File: src/rtl/wb_pkg.sv
// Shared constants for the two-port register-file writeback arbiter.
package wb_pkg;
  localparam int REG_ADDR_W = 5;
  localparam int DATA_W_DEF = 32;
  localparam logic [REG_ADDR_W-1:0] REG_ZERO = 5'd0;
  localparam int REQ_ALU = 0;
  localparam int REQ_MEM = 1;
endpackage

File: src/rtl/rr_arbiter2.sv
// Two-requester round-robin arbiter with a combinational one-hot grant.
module rr_arbiter2
  import wb_pkg::*;
(
  input  logic       clk,
  input  logic       rst,
  input  logic       req0_i,
  input  logic       req1_i,
  output logic [1:0] grant_o
);

  logic rr_ptr_q;
  logic rr_ptr_d;

  // NOTE: every signal written here gets a default first, so no path leaves it unassigned and no latch is inferred.
  always_comb begin
    grant_o  = 2'b00;
    rr_ptr_d = rr_ptr_q;
    if (req0_i && req1_i) begin
      // Conflict: the pointer names the winner, then moves to the loser.
      grant_o[rr_ptr_q] = 1'b1;
      rr_ptr_d          = ~rr_ptr_q;
    end else begin
      grant_o[REQ_ALU] = req0_i;
      grant_o[REQ_MEM] = req1_i;
    end
  end

  // NOTE: sequential state uses non-blocking assignments and clears on the asynchronous reset edge.
  always_ff @(posedge clk or posedge rst) begin
    if (rst) rr_ptr_q <= 1'(REQ_ALU);
    else     rr_ptr_q <= rr_ptr_d;
  end

endmodule

File: src/rtl/wb_port_arbiter.sv
// Arbitrates ALU and load/multiply writebacks onto a single register-file write port.
module wb_port_arbiter
  import wb_pkg::*;
#(
  parameter int DATA_W = DATA_W_DEF,
  parameter int CNT_W  = 16
) (
  input  logic                  clk,
  input  logic                  rst,
  input  logic                  req0_valid,
  input  logic [REG_ADDR_W-1:0] req0_reg,
  input  logic [DATA_W-1:0]     req0_data,
  output logic                  req0_ready,
  input  logic                  req1_valid,
  input  logic [REG_ADDR_W-1:0] req1_reg,
  input  logic [DATA_W-1:0]     req1_data,
  output logic                  req1_ready,
  output logic                  rf_reg_write,
  output logic [REG_ADDR_W-1:0] rf_write_reg,
  output logic [DATA_W-1:0]     rf_write_data,
  output logic                  busy_valid,
  output logic [REG_ADDR_W-1:0] busy_reg,
  output logic [CNT_W-1:0]      grant_cnt0,
  output logic [CNT_W-1:0]      grant_cnt1
);

  logic [1:0]            grant;
  logic                  rf_we_q,   rf_we_d;
  logic [REG_ADDR_W-1:0] rf_reg_q,  rf_reg_d;
  logic [DATA_W-1:0]     rf_data_q, rf_data_d;
  logic [CNT_W-1:0]      cnt0_q,    cnt0_d;
  logic [CNT_W-1:0]      cnt1_q,    cnt1_d;

  // Requests are masked while reset is held so no transfer can be granted.
  rr_arbiter2 u_arb (
    .clk     (clk),
    .rst     (rst),
    .req0_i  (req0_valid & ~rst),
    .req1_i  (req1_valid & ~rst),
    .grant_o (grant)
  );

  assign req0_ready = grant[REQ_ALU];
  assign req1_ready = grant[REQ_MEM];

  always_comb begin
    rf_we_d   = 1'b0;
    rf_reg_d  = rf_reg_q;
    rf_data_d = rf_data_q;
    cnt0_d    = cnt0_q;
    cnt1_d    = cnt1_q;
    // Writes to r0 are accepted and counted but never enable the port.
    if (grant[REQ_MEM]) begin
      rf_reg_d  = req1_reg;
      rf_data_d = req1_data;
      rf_we_d   = (req1_reg != REG_ZERO);
      if (cnt1_q != '1) cnt1_d = cnt1_q + 1'b1;
    end else if (grant[REQ_ALU]) begin
      rf_reg_d  = req0_reg;
      rf_data_d = req0_data;
      rf_we_d   = (req0_reg != REG_ZERO);
      if (cnt0_q != '1) cnt0_d = cnt0_q + 1'b1;
    end
  end

  always_ff @(posedge clk or posedge rst) begin
    if (rst) begin
      rf_we_q   <= 1'b0;
      rf_reg_q  <= '0;
      rf_data_q <= '0;
      cnt0_q    <= '0;
      cnt1_q    <= '0;
    end else begin
      rf_we_q   <= rf_we_d;
      rf_reg_q  <= rf_reg_d;
      rf_data_q <= rf_data_d;
      cnt0_q    <= cnt0_d;
      cnt1_q    <= cnt1_d;
    end
  end

  assign rf_reg_write  = rf_we_q;
  assign rf_write_reg  = rf_reg_q;
  assign rf_write_data = rf_data_q;
  assign busy_valid    = rf_we_q;
  assign busy_reg      = rf_reg_q;
  assign grant_cnt0    = cnt0_q;
  assign grant_cnt1    = cnt1_q;

endmodule

File: config.mk
export PLATFORM = sky130hd
export DESIGN_NAME = wb_port_arbiter
export DESIGN_NICKNAME = d
export VERILOG_FILES = /design/src/rtl/wb_pkg.sv /design/src/rtl/rr_arbiter2.sv /design/src/rtl/wb_port_arbiter.sv
export SDC_FILE = /design/constraint.sdc
export NUM_CORES = 1
export LEC_CHECK = 0
export BUFFER_PORTS_ARGS = -buffer_cell sky130_fd_sc_hd__buf_2
export CAP_MARGIN = 20
export CORE_MARGIN = 4
export CORE_UTILIZATION = 47
export CTS_CLUSTER_SIZE = 25
export DETAILED_ROUTE_END_ITERATION = 12
export PLACE_DENSITY = 0.81
export SYNTH_ARGS = -nofsm -noshare
export SYNTH_HDL_FRONTEND = slang
export SYNTH_SLANG_ARGS = --single-unit
File: constraint.sdc
create_clock -name clk -period 2.7 [get_ports clk]
set_clock_uncertainty 0.1 [all_clocks]
set_input_delay 0.54 -clock clk [delete_from_list [all_inputs] [get_ports clk]]
set_output_delay 0.54 -clock clk [all_outputs]
set_load 0.02 [all_outputs]
==> metrics.txt, run 1 <==
fmax 460 MHz; Finished Cell Area 4520 um2; GRT Util Overall 19.4%; vias 2989; H-tree Lvls 3; Unique masters post-synth 34; CTS root buf clkbuf_8; Die Y 93.7 um; proportion of layout cells with a drive suffix above 1 37.6%; slew of the pin with the lowest slew margin 867 ps; worst stage delay on the critical path 280 ps; Required @ worst endpoint 2060 ps; Synth Warn # 0; crit path max fanout 7; period utilization 80.6%; maxcap violations 0; WL final 8450 um; synthesized flop and latch total 71; I/O pin count 156; Mapped Cells 333; top_reg_cell synth dfrtp_1; final setup vio count 0; Setup Buffers After CTS 0; Arr. time, crit path 1540 ps; initial antenna violation count 0; I/O Buffers 155; Worst-Skew Late Latency 330 ps; CTS Buf Count 9; vias per cell 5.10; clk buf depth 2; worst hold path class input port to register; max reg flops 32; gpl congestion 0.812; nets 565; maximum VDD drop 0.000377 V; diode count 0; CP max-delay cell nor2b_1; largest net degree at the start of global routing 72; detailed router's first-iteration violation count 90; Die X 93.7 um; CTS tree built; FP Rows 30; DRC violations left 0; Initial Util 49.7%; Post-CTS Resized 0; placeable core area 6940 um2; grt ovf 0; Worst R2R Setup Slack 810 ps; Final Hold Fails 0; number of synthesized flops with an enable pin 0; CP Capture Type output port; status finished, final reports clean; RSZ-0062 raised after global routing no; minimum clock period 2180 ps; DRT Pass-1 Iters 5; Worst Setup Path Type input port to output port; area of the mapped netlist 3450 um2; fraction of registers with async set or reset after synthesis 100%; Placed Area 4300 um2; Antenna Violating Nets Remaining 0; Post-Place Worst Slack 540 ps; first-pass GRT wire length 13500 um; hold_buf cts 0; crit-path cells buf_2, nor2b_1, nand2_1, inv_2, buf_2; area grow syn2layout 31.1%; CP dominant cell by count buf_2; Clock Sinks 71; DR WL/cell 14.4 um; PwrDens 727 nW/um2; post-DP HPWL 6490 um; Mapped Nets 413; worst rel slew slack 42.0%; startpoint types input port; post-synthesis sequential area ratio 51.5%; vias in the first global route 2939; clk slew on worst S/H paths 70 ps; Synth Area per Inst 10.4 um2; final setup TNS 0 ps; max-slew violations 0; die area 8770 um2; Lkg Pwr 2.50 nW; setup ws final 524 ps
## kinds of logic (layout without fill, tap and decap cells)
group | count (synthesis) | count (layout) | synth area share [%]
AO/OA/AOI/OAI | 48 | 48 | 7.95
flip-flops | 71 | 71 | 51.5
multiplexers | 38 | 38 | 11.2
AND/OR/NAND/NOR | 121 | 121 | 18.4
adder cells (fa/ha/maj) | 2 | 2 | 0.726
buffers and inverters | 28 | 185 | 3.88
XOR/XNOR | 25 | 25 | 6.35
## synthesized netlist by cell type (3+ instances only)
cell type / count / area [um2]
mux2i_1: 33 / 330
o21ai_1: 31 / 155
a222oi_1: 5 / 50.1
nor2_1: 5 / 18.8
nand2b_1: 4 / 25.0
nor2b_1: 3 / 18.8
and3_1: 5 / 31.3
a31oi_1: 3 / 18.8
nand4_1: 10 / 62.6
inv_1: 7 / 26.3
xor2_1: 17 / 149
nor3_1: 11 / 55.1
clkbuf_1: 6 / 22.5
xnor2_1: 8 / 70.1
nand3_1: 14 / 70.1
buf_2: 5 / 25.0
o21ai_0: 7 / 35.0
buf_4: 6 / 45.0
mux2_1: 5 / 56.3
or4_1: 4 / 30.0
nor4_1: 8 / 50.1
inv_2: 3 / 11.3
nand2_1: 49 / 184
dfrtp_1: 71 / 1780
## where the power goes
group	switching (W)	internal [W]
Sequential	0.000172	0.00124
Clock	0.000375	0.000571
Combinational	0.000575	0.000353
Total	0.00112	0.00216
## routing by layer
layer | part of all wire [%] | vias up | routed length (um) | GRT usage (%)
met5 | 0 | - | 0 | 0
met4 | 1.8 | 0 | 150 | 8.18
met3 | 6.7 | 14 | 564 | 3.69
met2 | 50 | 103 | 4230 | 32.5
met1 | 41 | 1387 | 3510 | 24.5
li1 | - | 1485 | - | -
## per-stage QoR
step / hold WS (ps) / utilization, % / cells / power (W)
floorplan: 378 / - / 333 / 0.00202
global placement: 363 / 61.9 / 570 / 0.00234
global route: 340 / 65.1 / 586 / 0.00347
finish: 343 / 65.1 / 586 / 0.00328
CTS: 318 / 65.1 / 586 / 0.00333
detailed placement: 372 / 61.9 / 570 / 0.00237
## path summary, 6_finish.rpt
| path | startpoint | end | cells past startpoint |
|---|---|---|---|
| min reg2reg | rf_write_data[20] | rf_write_data[20] | 2 |
| min | req0_reg[4] | busy_reg[4] | 3 |
| max | req0_valid | req0_ready | 5 |
| max reg2reg | grant_cnt0[0] | grant_cnt0[1] | 5 |
| min in group asynchronous | rst | grant_cnt0[6] | 3 |
| max in group asynchronous | rst | grant_cnt1[1] | 3 |
## placed cells by master, fill, tap and decap left out, drive strengths merged, types with 2 or more instances in the layout
| master | synthesis | routed |
|---|---|---|
| nor2b | 3 | 3 |
| inv | 10 | 9 |
| nand4 | 12 | 12 |
| a222oi | 5 | 5 |
| dfrtp | 71 | 71 |
| ha | 2 | 2 |
| buf | 12 | 159 |
| xor2 | 17 | 17 |
| or4 | 4 | 4 |
| nand3 | 14 | 14 |
| and3 | 5 | 5 |
| nor4 | 9 | 9 |
| a31oi | 3 | 3 |
| nor2 | 6 | 6 |
| mux2i | 33 | 33 |
| clkbuf | 6 | 13 |
| xnor2 | 8 | 8 |
| nand2 | 49 | 49 |
| nor3 | 11 | 11 |
| o31ai | 2 | 2 |
| o21ai | 38 | 38 |
| mux2 | 5 | 5 |
| bufinv | 0 | 2 |
| nand2b | 4 | 4 |
## layout make-up
cell class              instances  area, um2
repair buffers                159        806
multi-input cells             234       1550
clock buffers                  13        159
flip-flops and latches         71       1780
inverters                      10       41.3
well taps                      96        120
clock inverters                 3       65.1
fillers                       585       2420
## critical path, delay by kind of cell
family                 cells  cell delay [ps]
buffers and inverters      3              480
AND/OR/NAND/NOR            2              510
Power figures use the tool's default switching activity.
==> run 2: changes to the inputs <==
- CORE_UTILIZATION: 47 -> 43
- PLACE_DENSITY: 0.81 -> 0.78
- clock period: 2.7 -> 2 ns (I/O delays scaled with it)
==> metrics.txt, run 2 (synthesized netlist as in run 1, its figures left out) <==
post-DP HPWL 6730 um (+3.7%); I/O Buffers 155 (unchanged); maxcap violations 0 (unchanged); CTS Buf Count 9 (unchanged); status finished, final reports clean; fmax 540 MHz; vias per cell 5.13 (+0.60%); diode count 0 (unchanged); total area of sequential cells 1780 um2 (unchanged); FP Rows 32 (+6.7%); commonest non-fill, non-tap cell in the layout buf_2; r2r worst-path depth 6 (+1); clk buf depth 2 (unchanged); worst rel slew slack 42.6% (+0.63 points); WL final 8580 um (+1.5%); final setup TNS 0 ps (unchanged); Initial Util 44.4% (-5.3 points); Reg2Reg Launch Point grant_cnt0[0]; crit path to req0_ready; max reg flops 32 (unchanged); Setup Buffers After CTS 0 (unchanged); startpoint types register; nets 574 (+1.6%); Clock Sinks 71 (unchanged); Post-Place Worst Slack 136 ps (-404 ps); placeable core area 7770 um2 (+12%); worst stage delay on the critical path 420 ps (+140 ps); Final Hold Fails 0 (unchanged); family with the most delay on the worst path flip-flops; max-slew violations 0 (unchanged); gpl congestion 0.878 (+8.2%); Worst-Skew Late Latency 340 ps (about the same); DRC violations left 0 (unchanged); crit-path cells nand2_1, nand2_1, inv_2, buf_2; CP Capture Type output port; commonest cells after routing, fill and taps aside buf_2, dfrtp_1, nand2_1; die area 9520 um2 (+8.5%); FILL cells 672 (+15%); number of cells on the critical path 4 (-1); hold_buf cts 0 (unchanged); Die Y 97.6 um (+4.2%); H-tree Lvls 3 (unchanged); Worst R2R Setup Slack 200 ps (-610 ps); clk slew on worst S/H paths 70 ps (about the same); Arr. time, crit path 1350 ps (-190 ps); maximum VDD drop 0.000608 V (+61%); DRT Pass-1 Iters 7 (+2); Worst Setup Path Type register to output port; DR WL/cell 14.3 um (-1.0%); vias 3084 (+3.2%); CTS root buf clkbuf_8; Antenna Violating Nets Remaining 0 (unchanged); GRT Util Overall 18.3% (-1.0 points); largest net degree at the start of global routing 72 (unchanged); Lkg Pwr 2.55 nW (+2.1%); grt ovf 0 (unchanged); setup ws final 147 ps (-377 ps); R2R Path End grant_cnt0[1]; Layout Utilization 59.5% (-5.6 points); RSZ-0062 raised after global routing no; Crit. Startpoint u_arb.rr_ptr_q; initial antenna violation count 0 (unchanged); worst hold path class input port to register; Worst Hold Launch req0_reg[4]; first-pass GRT wire length 14200 um (+4.6%); period utilization 92.6%; CP dominant cell by count nand2_1; Post-CTS Resized 0 (unchanged); CP max-delay cell dfrtp_1; area grow syn2layout 33.9%; Buf/Inv on CP 2 (-1); slew of the pin with the lowest slew margin 861 ps (-6.15 ps); vias in the first global route 2964 (+0.85%); crit path max fanout 6 (-1); Required @ worst endpoint 1500 ps (-560 ps); detailed router's first-iteration violation count 96 (+6.7%); Die X 97.6 um (+4.2%); minimum clock period 1850 ps; PwrDens 960 nW/um2 (+32%); CTS tree built; final setup vio count 0 (unchanged); proportion of layout cells with a drive suffix above 1 38.9% (+1.3 points); I/O pin count 156 (unchanged); Multi-input gate area 1550 um2 (unchanged)
## run 2: changes by cell type in the layout (fill, tap and decap cells not counted)
cell        previous run  this run
clkinv_4               0         1
buf_4                  4        11
buf_12                 0         2
clkbuf_1               2         1
clkbuf_8              11        10
clkinvlp_4             1         2
## run 2: metal layers
| metal | global-route usage (%) | vias up | routed length (um) |
|---|---|---|---|
| met3 | 3.95 | 9 | 590 |
| met5 | 0 | - | 0 |
| met1 | 22.4 | 1458 | 3620 |
| li1 | - | 1511 | - |
| met4 | 7.45 | 0 | 121 |
| met2 | 31.3 | 106 | 4250 |
## run 2: final cells by class
type / instances / area share (%)
Inverter: 10 / 0.894
Sequential cell: 71 / 38.5
Timing Repair Buffer: 168 / 19.5
Clock inverter: 5 / 1.76
Clock buffer: 11 / 3.06
Multi-Input combinational cell: 234 / 33.6
Tap cell: 102 / 2.76
## run 2: worst min-delay path by stage
stage	end	slack, ps	depth (start not counted)
3_3_place_gp	rf_write_data[21]	360	2
4_1_cts	busy_reg[4]	170	3
5_1_grt	busy_reg[2]	180	3
3_5_place_dp	rf_write_data[21]	370	2
6_report	busy_reg[4]	190	3
2_1_floorplan	u_arb.rr_ptr_q	380	1
## run 2: report_power, final
group	switching (W)	internal [W]
sequential	0.000236	0.00167
clock	0.000510	0.000737
combinational	0.000773	0.000504
## run 2: worst min-delay path, delay by kind of cell
family / cells / cell delay, ps
buf+inv: 2 / 140
compound gates: 1 / 50
## run 2: through the flow
stage               hold WS, ps  cell area [um2]  power [W]  std cells
floorplan                   378             3500    0.00274        333
detailed placement          369             4400    0.00324        585
global route                185             4620    0.00471        601
global placement            363             4400    0.00319        585
finish                      193             4620    0.00443        601
CTS                         170             4620    0.00450        601
==> run 3: changes to the inputs <==
- ABC_AREA: not set -> 1
- CORE_UTILIZATION: 43 -> 44
==> metrics.txt, run 3 <==
status finished, final reports clean; Synth Warn # 0 (unchanged); max-slew violations 0 (unchanged); CTS tree built; clk buf depth 2 (unchanged); gpl congestion 0.892 (+1.5%); final setup vio count 0 (unchanged); maxcap violations 0 (unchanged); WL final 10500 um (+22%); worst hold path class input port to asynchronous set/reset pin; Synth area leader dfrtp_1; Worst Setup Path Type register to output port; synthesized flop and latch total 71 (unchanged); diode count 0 (unchanged); worst rel slew slack 67.5% (+25 points); most numerous cell in the Yosys netlist nand2_1; Antenna Violating Nets Remaining 0 (unchanged); Post-CTS Resized 0 (unchanged); family with the most delay on the worst path flip-flops; Required @ worst endpoint 1500 ps (about the same); Buf/Inv on CP 1 (-1); fmax 523 MHz (-3.1%); area grow syn2layout 26.7%; Mapped Nets 591 (+43%); placeable core area 8380 um2 (+7.9%); Synth Area per Inst 7.58 um2 (-27%); vias per cell 4.95 (-3.4%); CP Capture Type output port; Arr. time, crit path 1410 ps (+60 ps); number of synthesized flops with an enable pin 0 (unchanged); final setup TNS 0 ps (unchanged); Final Hold Fails 0 (unchanged); CTS root buf clkbuf_8; hold_buf cts 0 (unchanged); vias in the first global route 3712 (+25%); initial antenna violation count 0 (unchanged); first-pass GRT wire length 16800 um (+19%); nets 742 (+29%); proportion of layout cells with a drive suffix above 1 30.7% (-8.1 points); Worst R2R Setup Slack 310 ps (+110 ps); post-synthesis sequential area ratio 45.9% (-5.6 points); ranking of synthesized cells by area dfrtp_1, nand2_1, nor2_1; post-DP HPWL 8030 um (+19%); detailed router's first-iteration violation count 126 (+31%); maximum VDD drop 0.000462 V (-24%); fraction of registers with async set or reset after synthesis 100% (unchanged); die area 10400 um2 (+8.9%); worst stage delay on the critical path 470 ps (+50 ps); period utilization 95.6% (+3.0 points); vias 3825 (+24%); top_reg_cell synth dfrtp_1; most common library cells after synthesis nand2_1, dfrtp_1, nor2_1, a31oi_1, inv_1; largest net degree at the start of global routing 57 (-21%); area of the mapped netlist 3870 um2 (+12%); FP Rows 33 (+3.1%); Worst-Skew Late Latency 340 ps (about the same); commonest non-fill, non-tap cell in the layout nand2_1; max reg flops 32 (unchanged); minimum clock period 1910 ps (+60.0 ps); top cell type's share of synthesized area 45.9% (-5.6 points); crit path max fanout 20 (+14); DRC violations left 0 (unchanged); grt ovf 0 (unchanged); CTS Buf Count 9 (unchanged); Setup Buffers After CTS 0 (unchanged); I/O Buffers 155 (unchanged); Lkg Pwr 2.54 nW (-0.20%); commonest cells after routing, fill and taps aside nand2_1, buf_2, dfrtp_1; DR WL/cell 13.6 um (-4.8%); CP max-delay cell dfrtp_1; Mapped Cells 511 (+53%); DRT Pass-1 Iters 4 (-3); GRT Util Overall 20.3% (+2.0 points); Initial Util 46.2% (+1.8 points); RSZ-0062 raised after global routing no; Die Y 102 um (+4.4%); Power Total 0.00450 W (+1.6%); clk slew on worst S/H paths 80 ps (about the same); PwrDens 917 nW/um2 (-4.4%); crit-path cells nor2_2, nor2_8, buf_2; startpoint types register; H-tree Lvls 3 (unchanged); Unique masters post-synth 25 (-26%); Die X 102 um (+4.4%); Clock Sinks 71 (unchanged); I/O pin count 156 (unchanged); slew of the pin with the lowest slew margin 487 ps (-374 ps)
==> run 3: final timing paths <==
| check | end | cells past startpoint | from |
|---|---|---|---|
| setup reg to reg | grant_cnt0[3] | 9 | grant_cnt0[0] |
| max in group asynchronous | rf_write_data[29] | 3 | rst |
| min in group clk | rf_write_data[31] | 3 | req0_data[31] |
| setup / recovery | req1_ready | 3 | u_arb.rr_ptr_q |
| hold / removal | rf_write_data[10] | 3 | rst |
| hold reg to reg | busy_reg[3] | 2 | busy_reg[3] |
==> run 3: cell type report <==
class	count	area, um2
repair buffers	162	841
multi-input cells	388	1820
clock inverters	6	83.8
well taps	105	131
fillers	803	3470
clock buffers	10	138
inverters	30	115
flip-flops and latches	71	1780
==> run 3: per-layer routing <==
metal | GRT usage, % | vias up | routed length [um]
met5 | 0 | - | 0
met4 | 8.58 | 0 | 196
met3 | 3.55 | 17 | 573
met2 | 35.0 | 105 | 5310
met1 | 25.3 | 1787 | 4400
li1 | - | 1916 | -
==> run 3: through the flow <==
stage	hold slack [ps]	utilization, %	instance area, um2	cells	worst slack, ps
5_1_grt	162	58.5	4910	772	4.71
3_5_place_dp	418	55.9	4690	756	255
3_3_place_gp	395	55.9	4690	756	295
2_1_floorplan	322	-	3870	511	36.5
6_report	118	58.5	4910	772	87.0
4_1_cts	127	58.5	4910	772	67.9
==> run 3: worst register-to-register path: cells and delay by family (launching register included) <==
family / cells / cell delay (ps)
adder cells (fa/ha/maj): 1 / 250
AO/OA/AOI/OAI: 1 / 70
buffers and inverters: 1 / 210
flip-flops: 1 / 430
AND/OR/NAND/NOR: 6 / 550
==> run 3: kinds of logic (layout without fill, tap and decap cells) <==
kind of cell	count (synthesis)	after routing	share of synthesized area (%)
buffers and inverters	52	208	7.14
adder cells (fa/ha/maj)	2	2	0.646
AO/OA/AOI/OAI	43	43	6.95
XOR/XNOR	14	14	3.17
flip-flops	71	71	45.9
AND/OR/NAND/NOR	329	329	36.2
==> run 3: where the power goes <==
group | switching, W | internal (W)
registers | 0.000217 | 0.00167
clock network | 0.000550 | 0.000732
logic | 0.000863 | 0.000465
total | 0.00163 | 0.00287
